==> src/rtl/hazard_ctrl_if.sv <==
// Hazard controller bundle: ID/EX hazard inputs, pipeline-register enables/flushes and counters.
interface hazard_ctrl_if #(
  parameter int unsigned CNT_W = 16
);
  logic [4:0]       id_rs1;
  logic [4:0]       id_rs2;
  logic             id_rs2_valid;
  logic [4:0]       ex_rd;
  logic             ex_reg_we;
  logic             ex_mem_read;
  logic [1:0]       ex_jump_t;
  logic             ex_branch_taken;
  logic             dmem_req;
  logic             dmem_ready;
  logic             pc_we;
  logic             ifid_we;
  logic             ifid_flush;
  logic             idex_we;
  logic             idex_flush;
  logic             exmem_we;
  logic [CNT_W-1:0] stall_cycles;
  logic [CNT_W-1:0] flush_cycles;

  modport master (
    output id_rs1, id_rs2, id_rs2_valid, ex_rd, ex_reg_we, ex_mem_read, ex_jump_t,
           ex_branch_taken, dmem_req, dmem_ready,
    input  pc_we, ifid_we, ifid_flush, idex_we, idex_flush, exmem_we, stall_cycles, flush_cycles
  );

  modport slave (
    input  id_rs1, id_rs2, id_rs2_valid, ex_rd, ex_reg_we, ex_mem_read, ex_jump_t,
           ex_branch_taken, dmem_req, dmem_ready,
    output pc_we, ifid_we, ifid_flush, idex_we, idex_flush, exmem_we, stall_cycles, flush_cycles
  );
endinterface

==> src/rtl/hazard_ctrl.sv <==
// Load-use stall, redirect squash and dmem freeze control for the 5-stage pipeline.
// Optional stall/flush counters are built when HAZ_PERF_CNT_EN is defined.
module hazard_ctrl #(
  parameter int unsigned FLUSH_CYCLES = 2,
  parameter int unsigned CNT_W        = 16
) (
  input logic         clk,
  input logic         rst_n,
  hazard_ctrl_if.slave bus
);
  typedef enum logic [1:0] {StRun, StFlush, StMemWait} state_e;

  localparam bit         MultiFlush = (FLUSH_CYCLES > 1);
  localparam logic [3:0] Reload     = MultiFlush ? 4'(FLUSH_CYCLES - 2) : 4'd0;

  state_e     state_q, state_d, eff_state;
  logic [3:0] flush_cnt_q, flush_cnt_d;
  logic       ret_flush_q, ret_flush_d;
  logic       freeze, redirect, load_use;
  logic       pc_we, ifid_we, ifid_flush, idex_we, idex_flush, exmem_we;

  assign freeze   = bus.dmem_req & ~bus.dmem_ready;
  assign redirect = (bus.ex_jump_t == 2'b01) | (bus.ex_jump_t == 2'b10) | bus.ex_branch_taken;
  assign load_use = bus.ex_mem_read & bus.ex_reg_we & (bus.ex_rd != 5'd0) &
                    ((bus.id_rs1 == bus.ex_rd) | (bus.id_rs2_valid & (bus.id_rs2 == bus.ex_rd)));

  // The release cycle of MEM_WAIT behaves exactly like the state it returns to.
  assign eff_state = (state_q == StMemWait) ? (ret_flush_q ? StFlush : StRun) : state_q;

  always_comb begin
    pc_we      = 1'b0;
    ifid_we    = 1'b0;
    ifid_flush = 1'b0;
    idex_we    = 1'b0;
    idex_flush = 1'b0;
    exmem_we   = 1'b0;
    if (!rst_n || freeze) begin
      pc_we = 1'b0;
    end else if (redirect) begin
      pc_we      = 1'b1;
      ifid_we    = 1'b1;
      ifid_flush = 1'b1;
      idex_we    = 1'b1;
      idex_flush = 1'b1;
      exmem_we   = 1'b1;
    end else if (eff_state == StFlush) begin
      pc_we      = 1'b1;
      ifid_we    = 1'b1;
      ifid_flush = 1'b1;
      idex_we    = 1'b1;
      exmem_we   = 1'b1;
    end else if (load_use) begin
      idex_we    = 1'b1;
      idex_flush = 1'b1;
      exmem_we   = 1'b1;
    end else begin
      pc_we    = 1'b1;
      ifid_we  = 1'b1;
      idex_we  = 1'b1;
      exmem_we = 1'b1;
    end
  end

  assign bus.pc_we      = pc_we;
  assign bus.ifid_we    = ifid_we;
  assign bus.ifid_flush = ifid_flush;
  assign bus.idex_we    = idex_we;
  assign bus.idex_flush = idex_flush;
  assign bus.exmem_we   = exmem_we;

  always_comb begin
    state_d     = state_q;
    flush_cnt_d = flush_cnt_q;
    ret_flush_d = ret_flush_q;
    if (freeze) begin
      if (state_q != StMemWait) begin
        state_d     = StMemWait;
        ret_flush_d = (state_q == StFlush);
      end
    end else if (redirect) begin
      state_d     = MultiFlush ? StFlush : StRun;
      flush_cnt_d = Reload;
    end else if (eff_state == StFlush) begin
      if (flush_cnt_q == 4'd0) begin
        state_d = StRun;
      end else begin
        state_d     = StFlush;
        flush_cnt_d = flush_cnt_q - 4'd1;
      end
    end else begin
      state_d = StRun;
    end
  end

  always_ff @(posedge clk or negedge rst_n) begin
    if (!rst_n) begin
      state_q     <= StRun;
      flush_cnt_q <= 4'd0;
      ret_flush_q <= 1'b0;
    end else begin
      state_q     <= state_d;
      flush_cnt_q <= flush_cnt_d;
      ret_flush_q <= ret_flush_d;
    end
  end

`ifdef HAZ_PERF_CNT_EN
  logic [CNT_W-1:0] stall_q, flush_q;
  logic             stall_inc;

  assign stall_inc = freeze | (load_use & ~pc_we);

  // Saturating counters: hold at all-ones rather than wrap.
  always_ff @(posedge clk or negedge rst_n) begin
    if (!rst_n) begin
      stall_q <= '0;
      flush_q <= '0;
    end else begin
      if (stall_inc && (stall_q != '1)) stall_q <= stall_q + CNT_W'(1);
      if (ifid_flush && (flush_q != '1)) flush_q <= flush_q + CNT_W'(1);
    end
  end

  assign bus.stall_cycles = stall_q;
  assign bus.flush_cycles = flush_q;
`else
  assign bus.stall_cycles = {CNT_W{1'b0}};
  assign bus.flush_cycles = {CNT_W{1'b0}};
`endif
endmodule

==> src/flat_wrapper.sv <==
// flat-port wrapper written by rule: the top's interface ports become plain ports
module hazard_ctrl_flat 
#(
  parameter int unsigned FLUSH_CYCLES = 2,
  parameter int unsigned CNT_W        = 16
)
  (clk, rst_n, bus_id_rs1, bus_id_rs2, bus_id_rs2_valid, bus_ex_rd, bus_ex_reg_we, bus_ex_mem_read, bus_ex_jump_t, bus_ex_branch_taken, bus_dmem_req, bus_dmem_ready, bus_pc_we, bus_ifid_we, bus_ifid_flush, bus_idex_we, bus_idex_flush, bus_exmem_we, bus_stall_cycles, bus_flush_cycles);
  hazard_ctrl_if #(.CNT_W(CNT_W)) bus_i ();
  input logic clk;
  input logic rst_n;
  input wire logic [$bits(bus_i.id_rs1)-1:0] bus_id_rs1;
  input wire logic [$bits(bus_i.id_rs2)-1:0] bus_id_rs2;
  input wire logic [$bits(bus_i.id_rs2_valid)-1:0] bus_id_rs2_valid;
  input wire logic [$bits(bus_i.ex_rd)-1:0] bus_ex_rd;
  input wire logic [$bits(bus_i.ex_reg_we)-1:0] bus_ex_reg_we;
  input wire logic [$bits(bus_i.ex_mem_read)-1:0] bus_ex_mem_read;
  input wire logic [$bits(bus_i.ex_jump_t)-1:0] bus_ex_jump_t;
  input wire logic [$bits(bus_i.ex_branch_taken)-1:0] bus_ex_branch_taken;
  input wire logic [$bits(bus_i.dmem_req)-1:0] bus_dmem_req;
  input wire logic [$bits(bus_i.dmem_ready)-1:0] bus_dmem_ready;
  output wire logic [$bits(bus_i.pc_we)-1:0] bus_pc_we;
  output wire logic [$bits(bus_i.ifid_we)-1:0] bus_ifid_we;
  output wire logic [$bits(bus_i.ifid_flush)-1:0] bus_ifid_flush;
  output wire logic [$bits(bus_i.idex_we)-1:0] bus_idex_we;
  output wire logic [$bits(bus_i.idex_flush)-1:0] bus_idex_flush;
  output wire logic [$bits(bus_i.exmem_we)-1:0] bus_exmem_we;
  output wire logic [$bits(bus_i.stall_cycles)-1:0] bus_stall_cycles;
  output wire logic [$bits(bus_i.flush_cycles)-1:0] bus_flush_cycles;
  assign bus_i.id_rs1 = bus_id_rs1;
  assign bus_i.id_rs2 = bus_id_rs2;
  assign bus_i.id_rs2_valid = bus_id_rs2_valid;
  assign bus_i.ex_rd = bus_ex_rd;
  assign bus_i.ex_reg_we = bus_ex_reg_we;
  assign bus_i.ex_mem_read = bus_ex_mem_read;
  assign bus_i.ex_jump_t = bus_ex_jump_t;
  assign bus_i.ex_branch_taken = bus_ex_branch_taken;
  assign bus_i.dmem_req = bus_dmem_req;
  assign bus_i.dmem_ready = bus_dmem_ready;
  assign bus_pc_we = bus_i.pc_we;
  assign bus_ifid_we = bus_i.ifid_we;
  assign bus_ifid_flush = bus_i.ifid_flush;
  assign bus_idex_we = bus_i.idex_we;
  assign bus_idex_flush = bus_i.idex_flush;
  assign bus_exmem_we = bus_i.exmem_we;
  assign bus_stall_cycles = bus_i.stall_cycles;
  assign bus_flush_cycles = bus_i.flush_cycles;
  hazard_ctrl #(.FLUSH_CYCLES(FLUSH_CYCLES), .CNT_W(CNT_W)) u_core (.clk(clk), .rst_n(rst_n), .bus(bus_i));
endmodule
==> config.mk <==
export PLATFORM = sky130hd
export DESIGN_NAME = hazard_ctrl_flat
export DESIGN_NICKNAME = d
export VERILOG_FILES = /design/src/rtl/hazard_ctrl_if.sv /design/src/rtl/hazard_ctrl.sv /design/src/flat_wrapper.sv
export SDC_FILE = /design/constraint.sdc
export NUM_CORES = 1
export LEC_CHECK = 0
export BUFFER_PORTS_ARGS = -buffer_cell sky130_fd_sc_hd__buf_2
export CORE_AREA = 10 10 55 57
export CTS_CLUSTER_SIZE = 40
export DETAILED_ROUTE_END_ITERATION = 7
export DIE_AREA = 0 0 65 67
export PLACE_DENSITY = 0.91
export RECOVER_POWER = 100
export SLEW_MARGIN = 20
export SYNTH_ARGS = -nofsm -noshare
export SYNTH_HDL_FRONTEND = slang
export SYNTH_SLANG_ARGS = --single-unit
==> constraint.sdc <==
create_clock -name clk -period 3.5 [get_ports clk]
set_input_delay 0.7 -clock clk [delete_from_list [all_inputs] [get_ports clk]]
set_output_delay 0.7 -clock clk [all_outputs]
set_load 0.02 [all_outputs]
* Yosys cells after proc, flatten, opt, wreduce, memory -nomap -nowiden
Cells that the tools add are included.
Word-level totals: register bits after elaboration 7, output and inout bits 38, word-level logic and storage cells 53
Operators by class: $add $sub $neg 1, equal/unequal tests 10, muxes and demuxes 22, bitwise operators 10, reduce and logical (&&, ||, !) cells 7
Operator list (count):
- two-way mux 1 bit | 15
- two-way mux 4 bit | 3
- equality test 5 bit | 2
- two-way mux 2 bit | 4
- equality test 2 x 1 -> 1 bit, second input constant | 3
- AND 1 bit | 5
- nonzero test 5 bit | 1
- equality test 2 bit, second input constant | 2
- zero test 4 bit | 1
- != test 2 bit, second input constant | 2
- subtractor 4 x 1 -> 4 bit, second input constant | 1
- bitwise OR 1 bit | 3
- AND reduction 3 bit | 1
- != test 2 x 1 -> 1 bit, second input constant | 1
- NOT 1 bit | 2
- AND reduction 2 bit | 1
- nonzero test 2 bit | 1
- zero test 1 bit | 1
- logical OR 1 bit | 1

* Depth between registers and ports, before layout
depth in word-level cells 8, mapped depth 6, gate-level depth less buffers 6

* Worst setup path after synthesis
No wires, ideal clock.
path kind input to output, start input bus_ex_rd[0], end output bus_pc_we, arrival time 1.843 ns, data required time 2.800 ns, setup slack 0.957 ns, stages 5, buffers on the path 1, path through or3_1 > o311a_1 > nand3_1 > o21a_1 > buf_4
Between the ends: word-level cells in the longest chain between the ends 8
Ends and longest elaborated chain:
- start, declared | line flat_wrapper.sv:14 | input wire logic [$bits(bus_i.ex_rd)-1:0] bus_ex_rd;
- equality test 5 bit | line hazard_ctrl.sv:25 | ((bus.id_rs1 == bus.ex_rd) | (bus.id_rs2_valid & (bus.id_rs2 == bus.ex_rd)));
- AND 1 bit | line hazard_ctrl.sv:25
- bitwise OR 1 bit | line hazard_ctrl.sv:25
- AND 1 bit * | line hazard_ctrl.sv:24 | assign load_use = bus.ex_mem_read & bus.ex_reg_we & (bus.ex_rd != 5'd0) &
- two-way mux 1 bit * (4 in series)
- end, declared | line flat_wrapper.sv:21 | output wire logic [$bits(bus_i.pc_we)-1:0] bus_pc_we;
Every way passes the cells marked *; elsewhere a longest branch is shown, timed or not.

* Worst setup path in the final report
start input bus_ex_rd[0], end output bus_ifid_we
Between the ends: word-level cells in the longest chain between the ends 8
Ends and longest elaborated chain:
- equality test 5 bit | line hazard_ctrl.sv:25
- AND 1 bit | line hazard_ctrl.sv:25
- bitwise OR 1 bit | line hazard_ctrl.sv:25
- AND 1 bit * | line hazard_ctrl.sv:24
- two-way mux 1 bit * | line hazard_ctrl.sv:52 | end else if (load_use) begin
- two-way mux 1 bit * | line hazard_ctrl.sv:46 | end else if (eff_state == StFlush) begin
- two-way mux 1 bit * | line hazard_ctrl.sv:39 | end else if (redirect) begin
- two-way mux 1 bit * | line hazard_ctrl.sv:37 | if (!rst_n || freeze) begin
- end, declared | line flat_wrapper.sv:22 | output wire logic [$bits(bus_i.ifid_we)-1:0] bus_ifid_we;
Marks and branches as above.

==> results.txt <==
----------------------------------------------------
[Status]
  Result of the run ... complete, no violations

[Worst setup path]
  CP endpoint kind ... output port
  Critical Path Source Type ... input pin
  Required time of the critical path ... about 2800 ps
  Worst Path Arrival ... 1970 ps
  Number of buffers and inverters on the critical path ... 2
  Max incr delay on CP ... 370 ps
  Category of cells accounting for the largest share of critical-path delay ... simple AND/OR/NAND/NOR gates
  Worst Path Max Fanout ... 3
  Flop2flop setup slack ... between 1500 and 2000 ps
  Crit path kind ... in2out
  CP max-delay cell ... sky130_fd_sc_hd__or3_1
  Cells along the critical path ... buf_2 > or3_1 > o311a_1 > nand3_1 > o21a_1 > clkbuf_1

[Detailed routing]
  Total vias in the final route ... 696
  Wire length per cell after detailed routing ... around 14 um
  Number of DRC violations after detailed routing ... 0
  Number of DRC markers after the initial detailed-route iteration ... 13
  Detail Route Antenna Nets ... 0
  Via density per instance ... 4.49
  First-pass detailed-route iteration total ... 4
  Detailed Route WL ... approximately 2.1 mm

[Place]
  Placed cell areas ... approximately 840 um^2
  I/O Buffers ... 30
  Total half-perimeter wirelength after legalization and detailed placement ... 1.85 mm
  Post-Place Worst Slack ... roughly 900 ps
  GPL Wtd Cong ... 0.887

[Clock network]
  Inserted Clock Buffers ... 3
  Clock latency on the worst-skew pair ... 260 ps
  Number of clock sinks ... 7
  Clock-pin transition on the worst setup and hold timing paths ... 50 ps
  CTS Hold Bufs ... 0
  Maximum buffer depth of the clock tree ... 2
  Post-CTS Setup Repair Bufs ... 0
  CTS tree ... yes
  Buffer type at the clock tree root ... sky130_fd_sc_hd__clkbuf_4
  Post-cts gate resize count ... 0
  Number of H-tree levels ... 1

[Cells and area]
  Area growth from synthesis to layout ... 7.55%
  Leading cell type in the layout, fill and taps excluded ... sky130_fd_sc_hd__conb_1
  Most frequent cells in the layout ... 32 x sky130_fd_sc_hd__conb_1, 23 x sky130_fd_sc_hd__buf_2, 10 x sky130_fd_sc_hd__xor2_1, 8 x sky130_fd_sc_hd__clkbuf_1, 7 x sky130_fd_sc_hd__dfrtp_1
  Multi-input combinational cell area ... 453 um^2
  Final layout net count ... 155
  Share of the core filled with cells in the final layout ... 0.441
  Total of fill cells in the finished design ... 215
  Total area of sequential cells ... 175 um^2
  Ratio of cells with drive above 1 in the final layout ... 0.203
  Number of antenna diodes ... 0
  Finished layout cell area ... 856 um^2

[Logic synthesis]
  Top cell type by total area after synthesis ... sky130_fd_sc_hd__buf_4
  Most instantiated flip-flop cell in the synthesis netlist ... sky130_fd_sc_hd__dfrtp_1
  Share of flip-flops with an asynchronous set or reset after synthesis ... 1.00
  Post-Synthesis Mean Instance Area ... 8.20 um^2
  Fraction of post-synthesis cell area in the top cell type by area ... 0.321
  #FFs+latches synth ... 7
  Top area cells in the synthesized netlist ... sky130_fd_sc_hd__buf_4 32%, sky130_fd_sc_hd__dfrtp_1 22%, sky130_fd_sc_hd__xor2_1 11%
  Synthesis Warnings ... 0
  Library cells used by synthesis ... 28
  Seq/Total Area, Yosys ... 0.220
  Cells after synthesis ... just under 100
  Number of flops mapped to enable cells by yosys ... 0
  Netlist area before placement ... a little under 800 um^2

[Die]
  Die ar. ... 4360 um^2
  Die Wd ... around 65 um
  Floorplan row count ... 16
  Number of top-level pins ... 63
  Placeable core region ... 1940 um^2
  DIE HEIGHT ... ~67 um
  Starting density of the core ... 0.410

[Timing]
  Final period demand of the worst path ... 2670 ps
  Setup slack after layout ... 827 ps
  Setup Skew ... 1.51 ps
  Final setup violation count ... 0
  Final slew viol count ... 0
  Achievable frequency ... 374 MHz
  Part of the cycle the worst path needs ... 0.764
  Setup total negative slack ... 0 ps
  Fin. Hold Viols ... 0
  Unrepaired setup endpoints after global routing ... false

[Global route]
  Number of antenna violations at the first check in global routing ... 0
  Vias in the first global route ... ~820
  Maximum number of pins on one net before global-route repair ... 10
  Global-route wire length before repair ... 3.51 mm
  Overall overflow remaining after global route ... 0
  Global router's overall resource usage ... 0.0991

[Pwr]
  Leakage power ... approximately 0.00045 uW
  Power per cell area ... about 300 nW/um^2
  Worst vdd rail ir drop ... 0.000168 V

[Hold path]
  Class of the tightest hold or removal check ... in2async

[Flow run]
  # Max-Cap Violations ... 0

----------------------------------------------------
## worst paths after layout
kind | startpoint | depth (start not counted) | end
worst max-delay path | bus_ex_rd[0] | 6 | bus_ifid_we
worst min-delay path | rst_n | 1 | u_core.ret_flush_q
worst max register to register | u_core.flush_cnt_q[0] | 6 | u_core.flush_cnt_q[1]
worst min register to register | u_core.ret_flush_q | 1 | u_core.ret_flush_q
max in group asynchronous | rst_n | 1 | u_core.flush_cnt_q[1]
min in group clk | u_core.ret_flush_q | 1 | u_core.ret_flush_q
## cells in the mapped netlist (2+ instances only)
master                    number
sky130_fd_sc_hd__buf_4        34
sky130_fd_sc_hd__nor3_1        2
sky130_fd_sc_hd__xor2_1       10
sky130_fd_sc_hd__nor4_1        2
sky130_fd_sc_hd__dfrtp_1       7
sky130_fd_sc_hd__nand3_1       2
sky130_fd_sc_hd__or4_1         3
sky130_fd_sc_hd__o21ai_0       6
sky130_fd_sc_hd__nand2_1       2
sky130_fd_sc_hd__a22o_1        2
sky130_fd_sc_hd__a21oi_1       3
sky130_fd_sc_hd__inv_1         6
sky130_fd_sc_hd__nor2_1        3
## per-layer routing
metal | GRT usage | wire (um) | vias up
met5 | 0 | 0 | -
met4 | 0.0428 | 34 | 0
met3 | 0.0318 | 195 | 5
met2 | 0.187 | 1110 | 57
met1 | 0.0971 | 792 | 309
li1 | - | - | 325
## kinds of logic after synthesis
| family | share of synthesized area |
|---|---|
| AO/OA/AOI/OAI | 0.145 |
| buffers and inverters | 0.354 |
| other | 0.00471 |
| adder cells (fa/ha/maj) | 0.0157 |
| AND/OR/NAND/NOR | 0.140 |
| flip-flops | 0.220 |
| XOR/XNOR | 0.121 |
## stage by stage
| step | total power (uW) | hold WS, ps | cells |
|---|---|---|---|
| after CTS | 256 | 280 | 155 |
| final | 255 | 341 | 155 |
| after floorplan | 182 | 404 | 128 |
| after global routing | 271 | 382 | 155 |
| after global placement | 179 | 476 | 151 |
| after detailed placement | 182 | 488 | 151 |
## flip-flops by register name, indices dropped and copies added, names as in the netlist
register            flops
u_core.state_q          2
u_core.flush_cnt_q      4
u_core.ret_flush_q      1
## where the power goes
group          internal, uW  switching (uW)  total [uW]
logic                  26.4            67.5        93.9
clock network          43.6            30.9        74.5
registers              84.8            2.09        86.9
## area by class of cell
cell class                 instances  area share
multi-input combinational         80       0.529
tap                               27      0.0395
clock buffer                       4      0.0307
timing repair buffer              30       0.165
sequential                         7       0.205
inverter                           7      0.0307
Note: power is estimated with default switching activity, not from simulation.
